<file path="src/rtl/wb_seq_pkg.sv">
// wb_seq_pkg: state encoding and header field positions for the Wishbone command sequencer
package wb_seq_pkg;
  typedef enum logic [2:0] {HDR = 3'd0, DLO = 3'd1, DHI = 3'd2, BUS = 3'd3, RSP = 3'd4} state_t;
  localparam int WE_BIT  = 15;
  localparam int SEL_MSB = 14;
  localparam int SEL_LSB = 11;
  localparam int ADR_MSB = 5;
endpackage

</file>
<file path="src/rtl/wb_cmd_sequencer.sv">
// wb_cmd_sequencer: assembles 16-bit command words into single Wishbone classic transfers
module wb_cmd_sequencer
  import wb_seq_pkg::*;
#(
  parameter int TIMEOUT = 255,
  parameter int TO_W    = 8
) (
  input  logic        clk_i,
  input  logic        rst_i,
  input  logic        cmd_valid_i,
  output logic        cmd_ready_o,
  input  logic [15:0] cmd_data_i,
  output logic        rsp_valid_o,
  input  logic        rsp_ready_i,
  output logic [31:0] rsp_data_o,
  output logic        rsp_err_o,
  output logic        m_wb_cyc_o,
  output logic        m_wb_stb_o,
  output logic        m_wb_we_o,
  output logic [5:0]  m_wb_adr_o,
  output logic [3:0]  m_wb_sel_o,
  output logic [31:0] m_wb_dat_o,
  input  logic [31:0] m_wb_dat_i,
  input  logic        m_wb_ack_i
);
  state_t st;
  logic [TO_W-1:0] cnt;
  logic xfer, expired;
  assign cmd_ready_o = (st == HDR) || (st == DLO) || (st == DHI);
  assign rsp_valid_o = st == RSP;
  assign xfer = cmd_valid_i && cmd_ready_o;
  assign expired = (TIMEOUT != 0) && (cnt == TO_W'(TIMEOUT - 1));
  always_ff @(posedge clk_i or posedge rst_i) begin
    if (rst_i) begin
      st         <= HDR;
      cnt        <= '0;
      rsp_data_o <= '0;
      rsp_err_o  <= 1'b0;
      m_wb_cyc_o <= 1'b0;
      m_wb_stb_o <= 1'b0;
      m_wb_we_o  <= 1'b0;
      m_wb_adr_o <= '0;
      m_wb_sel_o <= '0;
      m_wb_dat_o <= '0;
    end else begin
      case (st)
        HDR: if (xfer) begin
          m_wb_we_o  <= cmd_data_i[WE_BIT];
          m_wb_sel_o <= cmd_data_i[SEL_MSB:SEL_LSB];
          m_wb_adr_o <= cmd_data_i[ADR_MSB:0];
          if (cmd_data_i[WE_BIT]) st <= DLO;
          else begin
            st         <= BUS;
            cnt        <= '0;
            m_wb_cyc_o <= 1'b1;
            m_wb_stb_o <= 1'b1;
          end
        end
        DLO: if (xfer) begin
          m_wb_dat_o[15:0] <= cmd_data_i;
          st               <= DHI;
        end
        DHI: if (xfer) begin
          m_wb_dat_o[31:16] <= cmd_data_i;
          st                <= BUS;
          cnt               <= '0;
          m_wb_cyc_o        <= 1'b1;
          m_wb_stb_o        <= 1'b1;
        end
        BUS: begin
          cnt <= cnt + 1'b1;
          // ack takes priority over a timeout landing on the same cycle
          if (m_wb_ack_i || expired) begin
            rsp_data_o <= (m_wb_ack_i && !m_wb_we_o) ? m_wb_dat_i : 32'd0;
            rsp_err_o  <= !m_wb_ack_i;
            m_wb_cyc_o <= 1'b0;
            m_wb_stb_o <= 1'b0;
            st         <= RSP;
          end
        end
        RSP: if (rsp_ready_i) st <= HDR;
        default: st <= HDR;
      endcase
    end
  end
endmodule

</file>
<file path="config.mk">
export PLATFORM = sky130hd
export DESIGN_NAME = wb_cmd_sequencer
export DESIGN_NICKNAME = d
export VERILOG_FILES = /design/src/rtl/wb_seq_pkg.sv /design/src/rtl/wb_cmd_sequencer.sv
export SDC_FILE = /design/constraint.sdc
export NUM_CORES = 1
export LEC_CHECK = 0
export BUFFER_PORTS_ARGS = -buffer_cell sky130_fd_sc_hd__buf_2
export CORE_MARGIN = 2
export CORE_UTILIZATION = 29
export CTS_CLUSTER_SIZE = 20
export DETAILED_ROUTE_END_ITERATION = 16
export RECOVER_POWER = 50
export SLEW_MARGIN = 40
export SYNTH_ARGS = -nofsm -noshare
export SYNTH_HDL_FRONTEND = slang
export SYNTH_SLANG_ARGS = --single-unit
</file>
<file path="constraint.sdc">
create_clock -name clk_i -period 4.3 [get_ports clk_i]
set_input_delay 0.43 -clock clk_i [delete_from_list [all_inputs] [get_ports clk_i]]
set_output_delay 0.43 -clock clk_i [all_outputs]
set_load 0.1 [all_outputs]
</file>
### After elaboration in Yosys (flattened, before gate mapping)

Cells that the tools add are included.
W data, S select, Z words.

| operators by class | value |
|---|---|
| add/subtract/negate cells | 1 |
| equality and inequality tests | 11 |
| muxes and demuxes | 17 |
| reductions and logical operators | 16 |

Operators with widths:

| operator | number |
|---|---|
| $mux W32 | 1 |
| $mux W8 | 3 |
| $pmux W8 S3 | 1 |
| $mux W3 | 5 |
| $pmux W3 S5 | 1 |
| $ne A2 B2 Y1 const B | 5 |
| $reduce_and A5 Y1 | 2 |
| $add A8 B1 Y8 const B | 1 |
| $eq A8 B8 Y1 const B | 1 |
| $reduce_and A2 Y1 | 4 |
| $eq A3 B2 Y1 const B | 2 |
| $mux W1 | 4 |
| $reduce_and A4 Y1 | 1 |
| $eq A3 B1 Y1 const B | 1 |
| $eq A3 B3 Y1 const B | 1 |
| $logic_not A3 Y1 | 1 |
| $logic_or A1 B1 Y1 | 3 |
| $pmux W1 S3 | 1 |
| $reduce_bool A3 Y1 | 1 |
| $logic_and A1 B1 Y1 | 2 |
| $logic_not A1 Y1 | 2 |
| $mux W2 | 1 |
| $ne A2 B1 Y1 const B | 1 |

| storage, ports and cells | value |
|---|---|
| register bits | 88 |
| input port bits | 53 |
| logic and storage cells | 55 |

### Depth between registers and ports, before layout

Gate-level depths: netlist (run 1).

| depth | value |
|---|---|
| depth after elaboration | 6 |
| mapped depth | 7 |

### Worst setup path after synthesis (run 1)

No wires, ideal clock.

| timing | value |
|---|---|
| path kind | reg2out |
| start point | reg st[0] |
| end point | out rsp_valid_o |
| arrival time | 2.757 ns |
| required time | 3.870 ns |
| setup slack | 1.113 ns |
| cell stages (with the launch flop) | 4 |
| path through | dfrtp_1 > clkbuf_2 > buf_4 > nor3_1 |

| on the way | value |
|---|---|
| cells in the longest elaborated chain, start to end | 1 |

Ends and longest elaborated chain:

| item | line | text |
|---|---|---|
| from (decl) | wb_cmd_sequencer.sv:26 | `state_t st;` |
| from (signal assigned) | wb_cmd_sequencer.sv:35 | `st <= HDR;` |
| from (signal assigned) | wb_cmd_sequencer.sv:51 | `if (cmd_data_i[WE_BIT]) st <= DLO;` |
| from (signal assigned) | wb_cmd_sequencer.sv:53 | `st <= BUS;` |
| $eq A3 B3 Y1 | wb_cmd_sequencer.sv:30 | `assign rsp_valid_o = st == RSP;` |
| to (decl) | wb_cmd_sequencer.sv:13 | `output logic rsp_valid_o,` |

Every way passes these cells.

### Worst setup path in the final report (run 1)

| timing | value |
|---|---|
| start point | reg st[1] |
| end point | out cmd_ready_o |

| on the way | value |
|---|---|
| cells in the longest elaborated chain, start to end | 3 |

Ends and longest elaborated chain:

| item | line | text |
|---|---|---|
| $eq A3 B1 Y1 / $logic_not A3 Y1 (equally long branches) | wb_cmd_sequencer.sv:29 | `assign cmd_ready_o = (st == HDR) \|\| (st == DLO) \|\| (st == DHI);` |
| $logic_or A1 B1 Y1 | wb_cmd_sequencer.sv:29 |  |
| $logic_or A1 B1 Y1 * | wb_cmd_sequencer.sv:29 |  |
| to (decl) | wb_cmd_sequencer.sv:11 | `output logic cmd_ready_o,` |

Mark *: on every way between the ends. The rest lies on a longest branch, timed or not.

==> metrics.md, run 1 <==
| Metric | Value |
|---|---|
| Final setup TNS | 0 ns |
| WL/cell | 15.0 µm |
| H-tree Lvls | 3 |
| Die area | 13200 µm² |
| Clk_skew | 0.00670 ns |
| Yosys warns | 0 |
| R2R setup slack | 2.26 ns |
| Hpwl dp | 5680 µm |
| DRC viols | 0 |
| Hold_buf cts | 0 |
| Share of cells above drive strength 1 | 43.4% |
| Status | finished, violations left |
| Yosys top cell by area | dfrtp_1 |
| Worst Reg-to-Reg Cells | 4 |
| Synth Instances | 246 |
| Vias per std cell | 4.73 |
| Top cell type's share of synthesized area | 61.8% |
| Pin count of the biggest net entering global routing | 57 |
| Mux cell area share after synthesis | 14.7% |
| Main combinational cell family by area after synthesis | multiplexers |
| Worst hold stages | 2 |
| Max_cap viols | 1 |
| I/O pins | 133 |
| Port Buffers | 132 |
| Maximum root-to-sink buffer count | 2 |
| CTS buffer count | 9 |
| Multi-input logic area | 1230 µm² |
| Hold path start | m_wb_ack_i |
| Final Cycle Share | 48.7% |
| Mean Syn Cell Area | 14.5 µm² |
| Synth Area in Adders | 0.703% |
| Die W | 115 µm |
| Synth area leaders | dfrtp_1 62%, mux2_2 10%, a22o_1 7.9% |
| Arr. time, crit path | 1.66 ns |
| CTS Sinks | 88 |
| Simple logic cell fraction of the synthesized area | 6.22% |
| Count of endpoints failing setup in the final report | 0 |
| Post-CTS resize count | 0 |
| CTS tree | built |
| R2r startpoint | st[1] |
| Die height | 115 µm |
| Initial Util | 29.6% |
| Via count | 2516 |
| Global route total overflow | 0 |
| RSZ-0062 raised after global routing | false |
| Slew @ Worst Pin | 2.43 ns |
| Final hold vios | 0 |
| Failing checks | max-capacitance violations, max-slew violations |
| Compound-Gate Fraction of Synth Area | 12.4% |
| Unique masters post-synth | 40 |
| Floorplan core area | 12000 µm² |
| Min Tclk post-route | 2.09 ns |
| Layout fillers | 1181 |
| Worst setup SP type | register |
| Cell row count | 40 |
| Final nets | 436 |
| Clock Pin Slew Worst Setup and Hold Paths | 0.06 ns |
| RePlAce Congestion | 0.741 |
| Syn_nets | 301 |
| CP Capture Type | output port |
| Synth Area in XOR/XNOR | 0.492% |
| Slew Limit Fails | 57 |
| Global-route wire length before repair | 12700 µm |
| CP max FO | 14 |
| F_max | 478 MHz |
| Clock latency on the worst-skew pair | 0.34 ns |
| Antenna violations before repair | 0 |
| Headroom to the max-slew limit | -62.7% |
| Vias in the first global route | 2558 |
| Critical Path RT | 3.87 ns |
| Starting DRT DRC Count | 137 |
| Yosys reg bits | 88 |
| Cell Area, Synth | 3560 µm² |
| Sequential area share after synthesis | 61.8% |
| Reg2reg end | rsp_data_o[15] |
| Remaining antenna violation count | 0 |
| Layout area overhead | 29.1% |
| GR Util All Layers | 12.5% |
| Ant diodes | 0 |
| Pre-antenna DRT Iters | 5 |
| Root buffer cell | clkbuf_16 |
| Hold endpoint | rsp_err_o |
| Hold crit path type | input pin to register |
| Postcts setup bufs | 0 |
| DRT Wirelength | 7980 µm |
| Kind of critical path | register to output port |
| Register area | 2200 µm² |
## stage by stage
step	cells	utilization, %	cell area, µm²	setup slack [ns]	hold slack [ns]
4_1_cts	532	38.8	4660	2.15	0.130
3_5_place_dp	517	36.4	4370	2.21	0.477
6_report	532	38.3	4600	2.21	0.285
2_1_floorplan	246	-	3560	1.11	0.467
5_1_grt	532	38.3	4600	1.79	0.292
3_3_place_gp	512	35.9	4320	2.05	0.480
## worst max-delay path by stage
stage	start	end	cells after the start
global route	rst_i	m_wb_dat_o[19]	3
detailed placement	st[0]	m_wb_dat_o[0]	3
finish	st[1]	cmd_ready_o	2
global placement	st[0]	rsp_data_o[20]	3
CTS	st[0]	rsp_valid_o	2
floorplan	st[0]	rsp_valid_o	3
## layout make-up
type / count / area share (%)
sequential: 88 / 47.9
clock inverter: 3 / 0.925
inverter: 5 / 0.490
timing repair buffer: 138 / 14.5
tap: 147 / 4.00
multi-input combinational: 139 / 26.8
clock buffer: 12 / 5.36
## layout by cell type (no fill, tap or decap), types with 2 or more instances in the layout
cell,instances
dfrtp_1,88
nand3b_1,2
clkbuf_16,9
nor3b_4,3
buf_4,4
clkbuf_1,39
nand4_1,2
inv_1,3
nor2_1,9
nor3_1,2
a31oi_1,2
buf_6,2
nand2_1,8
mux2_4,10
a22o_1,32
ha_1,2
and3_1,2
mux2_2,33
o21ai_0,10
buf_2,95
a21oi_1,4
nand3_1,2
## flip-flops by register name, summed over array words and instances, names as in the netlist
signal	flops
m_wb_we_o	1
m_wb_stb_o	1
cnt	8
st	3
m_wb_dat_o	32
rsp_err_o	1
m_wb_adr_o	6
rsp_data_o	32
m_wb_sel_o	4
## cells in the mapped netlist, drive strengths merged
library cell,count
o31ai,1
nand3,2
a31oi,2
nor3,3
xor2,1
nand2,10
nand3b,2
o21a,1
a21oi,4
o22a,2
o21ai,10
a22o,32
and2,1
o41ai,1
or3,1
clkbuf,1
nor3b,3
inv,5
o211ai,1
o22ai,1
nand4,2
buf,13
xnor2,1
dfrtp,88
o21bai,1
ha,2
mux2,43
o221ai,1
and3,2
nor2,9
## metal layers
layer	track usage, %	vias to the layer above	share of wire (%)	routed length (µm)
met4	6.67	0	2.3	186
met1	15.5	1241	44	3510
met5	0	-	0	0
met2	19.4	96	48	3790
li1	-	1163	-	-
met3	3.95	16	6.2	491
## kinds of logic after synthesis
kind of cell               Yosys count
and+or+nand+nor                     35
muxes                               43
AOI/OAI and AO/OA                   57
xor gates and xnor gates             2
adders and majority gates            2
buffers and inverters               19
DFF                                 88
## critical path, stage by stage, from the launching register on
cell	delay (ns)
dfrtp_1	0.56
a21oi_1	0.29
buf_2	0.47
Power of run 1 is not shown: default switching activity piles up to over one toggle a cycle in this logic, so the estimate is an artifact.
==> inputs of run 2 (changes only) <==
clock period = 2.1 ns   (was 4.3 ns; I/O delays follow)
==> run 2 against run 1 <==
The flow now finishes without violations. Sequential share of layout area down 0.87 points. Critical path depth is the same. Final area is 1.9% higher. Count of clock-buffer cells in the layout shrank 1. Via count grew 0.68%.
==> metrics.md, run 2 (same netlist as run 1, synthesis figures left out) <==
| Metric | Value |
|---|---|
| Slew Limit Fails | 0 |
| Die height | 115 µm |
| Reg2reg end | rsp_data_o[22] |
| Critical Path Max Stage Delay | 0.59 ns |
| Critical path's slowest cell | dfrtp_1 |
| F_max | 538 MHz |
| Clk_skew | 0.00326 ns |
| Largest registers | m_wb_dat_o (32), rsp_data_o (32), cnt (8) |
| Worst hold stages | 2 |
| Via count | 2533 |
| Critical Path RT | 1.89 ns |
| Starting DRT DRC Count | 197 |
| Cell row count | 40 |
| Critical Path Stages | 2 |
| Crit-path cells | a21oi_2, buf_2 |
| Post-CTS resize count | 0 |
| Slew @ Worst Pin | 1.22 ns |
| Ant diodes | 0 |
| Headroom to the max-slew limit | 18.9% |
| Met3 WL | 547 µm |
| Kind of critical path | register to output port |
| Maximum root-to-sink buffer count | 2 |
| Global route total overflow | 0 |
| Hold_buf cts | 0 |
| Hold path start | m_wb_ack_i |
| CTS tree | built |
| Pre-antenna DRT Iters | 4 |
| Initial Util | 29.6% |
| Final nets | 436 |
| H-tree Lvls | 3 |
| RePlAce Congestion | 0.746 |
| Crit path max-delay family | flip-flops |
| Postcts setup bufs | 0 |
| DRT Wirelength | 8000 µm |
| I/O pins | 133 |
| Finished Cell Area | 4680 µm² |
| Commonest cells after routing, fill and taps aside | 91 x buf_2, 88 x dfrtp_1, 41 x clkbuf_1 |
| Antenna violations before repair | 0 |
| Final hold vios | 0 |
| GR Util All Layers | 12.5% |
| Vias in the first global route | 2521 |
| Metal2 WL | 3750 µm |
| Remaining antenna violation count | 0 |
| Hold endpoint | rsp_err_o |
| Most common cell after layout, fill and taps aside | buf_2 |
| Hpwl dp | 5350 µm |
| R2r startpoint | st[0] |
| WP buf/inv | 1 |
| Final Cycle Share | 88.5% |
| Hold crit path type | input pin to register |
| R2R setup slack | 0.35 ns |
| CP Capture Type | output port |
| DRC viols | 0 |
| Count of endpoints failing setup in the final report | 0 |
| Clock Pin Slew Worst Setup and Hold Paths | 0.06 ns |
| Layout area overhead | 31.5% |
| Root buffer cell | clkbuf_16 |
| Port Buffers | 132 |
| CTS Sinks | 88 |
| RSZ-0062 raised after global routing | false |
| Die W | 115 µm |
| DR top layer | met4 |
| CP max FO | 14 |
| Arr. time, crit path | 1.65 ns |
| Die area | 13200 µm² |
| Final core utilization | 39.0% |
| Worst Reg-to-Reg Cells | 4 |
| Metal-1 WL | 3600 µm |
| Worst setup SP type | register |
| Max_cap viols | 0 |
| Global-route wire length before repair | 12700 µm |
| Status | completed |
| Clock latency on the worst-skew pair | 0.34 ns |
| Vias per std cell | 4.75 |
| Pin count of the biggest net entering global routing | 89 |
| Pre-CTS WS | 0.351 ns |
| Share of cells above drive strength 1 | 43.8% |
| Min Tclk post-route | 1.86 ns |
| CTS buffer count | 9 |
| Floorplan core area | 12000 µm² |
| WL/cell | 15.0 µm |
| Placed inst area | 4410 µm² |
| Worst setup margin | 0.242 ns |
run 2: cell types whose count changed in the layout (fill, tap and decap cells not counted), moves of 2 or more:
cell,previous run,this run
buf_2,95,91
buf_12,0,3
buf_4,4,2
buf_6,2,0
clkbuf_1,39,41
nor3_2,0,2
run 2: how the worst max path moves through the flow:
stage,from,slack [ns],to
2_1_floorplan,st[0],-0.02,rsp_valid_o
3_3_place_gp,st[0],0.39,m_wb_dat_o[7]
3_5_place_dp,st[0],0.35,m_wb_dat_o[13]
4_1_cts,st[0],0.22,cmd_ready_o
5_1_grt,st[0],0.17,cmd_ready_o
6_report,st[1],0.24,cmd_ready_o
run 2: through the flow:
step	setup TNS, ns	cells	hold WS (ns)
floorplan	-0.0201	246	0.294
global placement	0	517	0.377
detailed placement	0	517	0.387
CTS	0	533	0.0153
global route	0	533	0.0766
finish	0	533	0.0860
run 2: routing by layer:
layer,vias to the layer above,GRT usage (%)
met2,95,19.3
met1,1258,16.1
met3,9,4.85
met5,-,0
li1,1171,-
met4,0,4.34
run 2: area by class of cell:
cell class | instances | area [µm²]
inverters | 5 | 25.0
flip-flops and latches | 88 | 2200
clock buffers | 11 | 253
multi-input cells | 139 | 1250
repair buffers | 138 | 692
clock inverters | 5 | 78.8
well taps | 147 | 184
fillers | 1182 | 7330
run 2: worst reg2reg max path: stages (launching register included):
cell     delay, ns
dfrtp_1       0.72
and3_1        0.42
nand2_2       0.11
buf_12        0.19
a22o_1        0.20
Power of run 2 is left out for the same reason.
==> inputs of run 3 (changes only) <==
RECOVER_POWER = not set   (was 50)
==> run 3 against run 2 <==
Count of clock-buffer cells in the layout did not move. Maximum frequency barely moved. Worst hold slack got worse by 0.12 ns. Register-to-register slack barely moved. Routed wire length fell by 0.74%. Highest routed layer unchanged. Sequential share of layout area fell by 0.63 points. Via count fell by 0.28%. Critical path type unchanged. Utilization rose by 0.53 points. The run now ends with negative hold slack left. Die area did not move. Cell count did not move.
==> metrics.md, run 3 (same netlist as run 1, synthesis figures left out) <==
| Metric | Value |
|---|---|
| Share of cells above drive strength 1 | 54.4% |
| DRC viols | 0 |
| Floorplan core area | 12000 µm² |
| Pin count of the biggest net entering global routing | 89 |
| Count of endpoints failing setup in the final report | 0 |
| Fin cells | 533 |
| Via count | 2526 |
| Pre-antenna DRT Iters | 5 |
| Slew @ Worst Pin | 0.593 ns |
| H-tree Lvls | 3 |
| Hold Slack | -0.0377 ns |
| Max_cap viols | 0 |
| Most common cell after layout, fill and taps aside | buf_2 |
| Clock Pin Slew Worst Setup and Hold Paths | 0.06 ns |
| RePlAce Congestion | 0.746 |
| Arr. time, crit path | 1.65 ns |
| Headroom to the max-slew limit | 60.5% |
| Clock latency on the worst-skew pair | 0.34 ns |
| Final nets | 436 |
| Hold_buf cts | 0 |
| Hold crit path type | input pin to asynchronous set/reset pin |
| Failing checks | negative hold slack |
| Slew Limit Fails | 0 |
| Die area | 13200 µm² |
| Worst setup margin | 0.243 ns |
| Antenna violations before repair | 0 |
| Cell row count | 40 |
| Die height | 115 µm |
| Maximum root-to-sink buffer count | 2 |
| Hpwl dp | 5350 µm |
| Worst setup SP type | register |
| CTS tree | built |
| Placed Cells | 517 |
| Vias per std cell | 4.74 |
| Starting DRT DRC Count | 181 |
| Commonest cells after routing, fill and taps aside | 132 x buf_2, 88 x dfrtp_1, 33 x mux2_2 |
| Layout area overhead | 33.3% |
| Die W | 115 µm |
| Root buffer cell | clkbuf_16 |
| Global route total overflow | 0 |
| DRT Wirelength | 7940 µm |
| Post-CTS resize count | 0 |
| Postcts setup bufs | 0 |
| CTS Sinks | 88 |
| WL/cell | 14.9 µm |
| RSZ-0062 raised after global routing | false |
| Vias in the first global route | 2521 |
| Initial Util | 29.6% |
| Ant diodes | 0 |
| Remaining antenna violation count | 0 |
| R2R setup slack | 0.35 ns |
| Port Buffers | 132 |
| Kind of critical path | register to output port |
| CTS buffer count | 9 |
| Final hold vios | 10 |
| Layout fillers | 1159 |
| Pre-CTS WS | 0.351 ns |
| CP max FO | 14 |
| Global-route wire length before repair | 12700 µm |
| I/O pins | 133 |
| Critical Path RT | 1.89 ns |
| Largest registers | m_wb_dat_o (32), rsp_data_o (32), cnt (8) |
| Final core utilization | 39.5% |
| Clk_skew | 0.00417 ns |
| Status | finished, violations left |
| GR Util All Layers | 12.5% |
| Final Cycle Share | 88.4% |
| Min Tclk post-route | 1.86 ns |
| F_max | 538 MHz |
| CP Capture Type | output port |
[run 3: cell count changes in the layout (fill, tap and decap cells not counted)]
cell,delta
buf_12,+1
buf_2,+41
clkbuf_1,-41
clkbuf_4,-1
[run 3: area by class of cell]
type / count / area [µm²] / share of cell area (%)
Clock inverter: 5 / 78.8 / 1.66
Sequential cell: 88 / 2200 / 46.4
Tap cell: 147 / 184 / 3.88
Inverter: 5 / 25.0 / 0.527
Timing Repair Buffer: 138 / 756 / 15.9
Clock buffer: 11 / 253 / 5.33
Multi-Input combinational cell: 139 / 1250 / 26.3
[run 3: worst paths after layout]
check,start,endpoint,cells after the start
setup / recovery,st[1],cmd_ready_o,2
hold / removal,rst_i,m_wb_dat_o[30],3
setup reg to reg,st[0],rsp_data_o[22],4
hold reg to reg,rsp_data_o[28],rsp_data_o[28],1
max in group asynchronous,rst_i,m_wb_adr_o[0],3
min in group clk_i,m_wb_ack_i,rsp_err_o,2
[run 3: per-layer routing]
metal  track usage (%)  up-vias  part of all wire, %
li1                  -     1170                    -
met1              16.1     1251                   45
met2              19.3       96                   47
met3              4.85        9                  7.1
met4              4.34        0                  1.3
met5                 0        -                    0
[run 3: per-stage QoR]
stage,setup TNS (ns),instance area (µm²),hold slack [ns]
after floorplan,-0.0201,3570,0.294
after global placement,0,4410,0.377
after detailed placement,0,4410,0.387
after CTS,0,4750,0.0153
after global routing,0,4750,0.0450
final,0,4750,-0.0377
[run 3: worst max-delay path: stages, from the launching register on]
cell	delay (ns)
dfrtp_1	0.59
a21oi_2	0.26
buf_2	0.46
Power of run 3 is left out for the same reason.
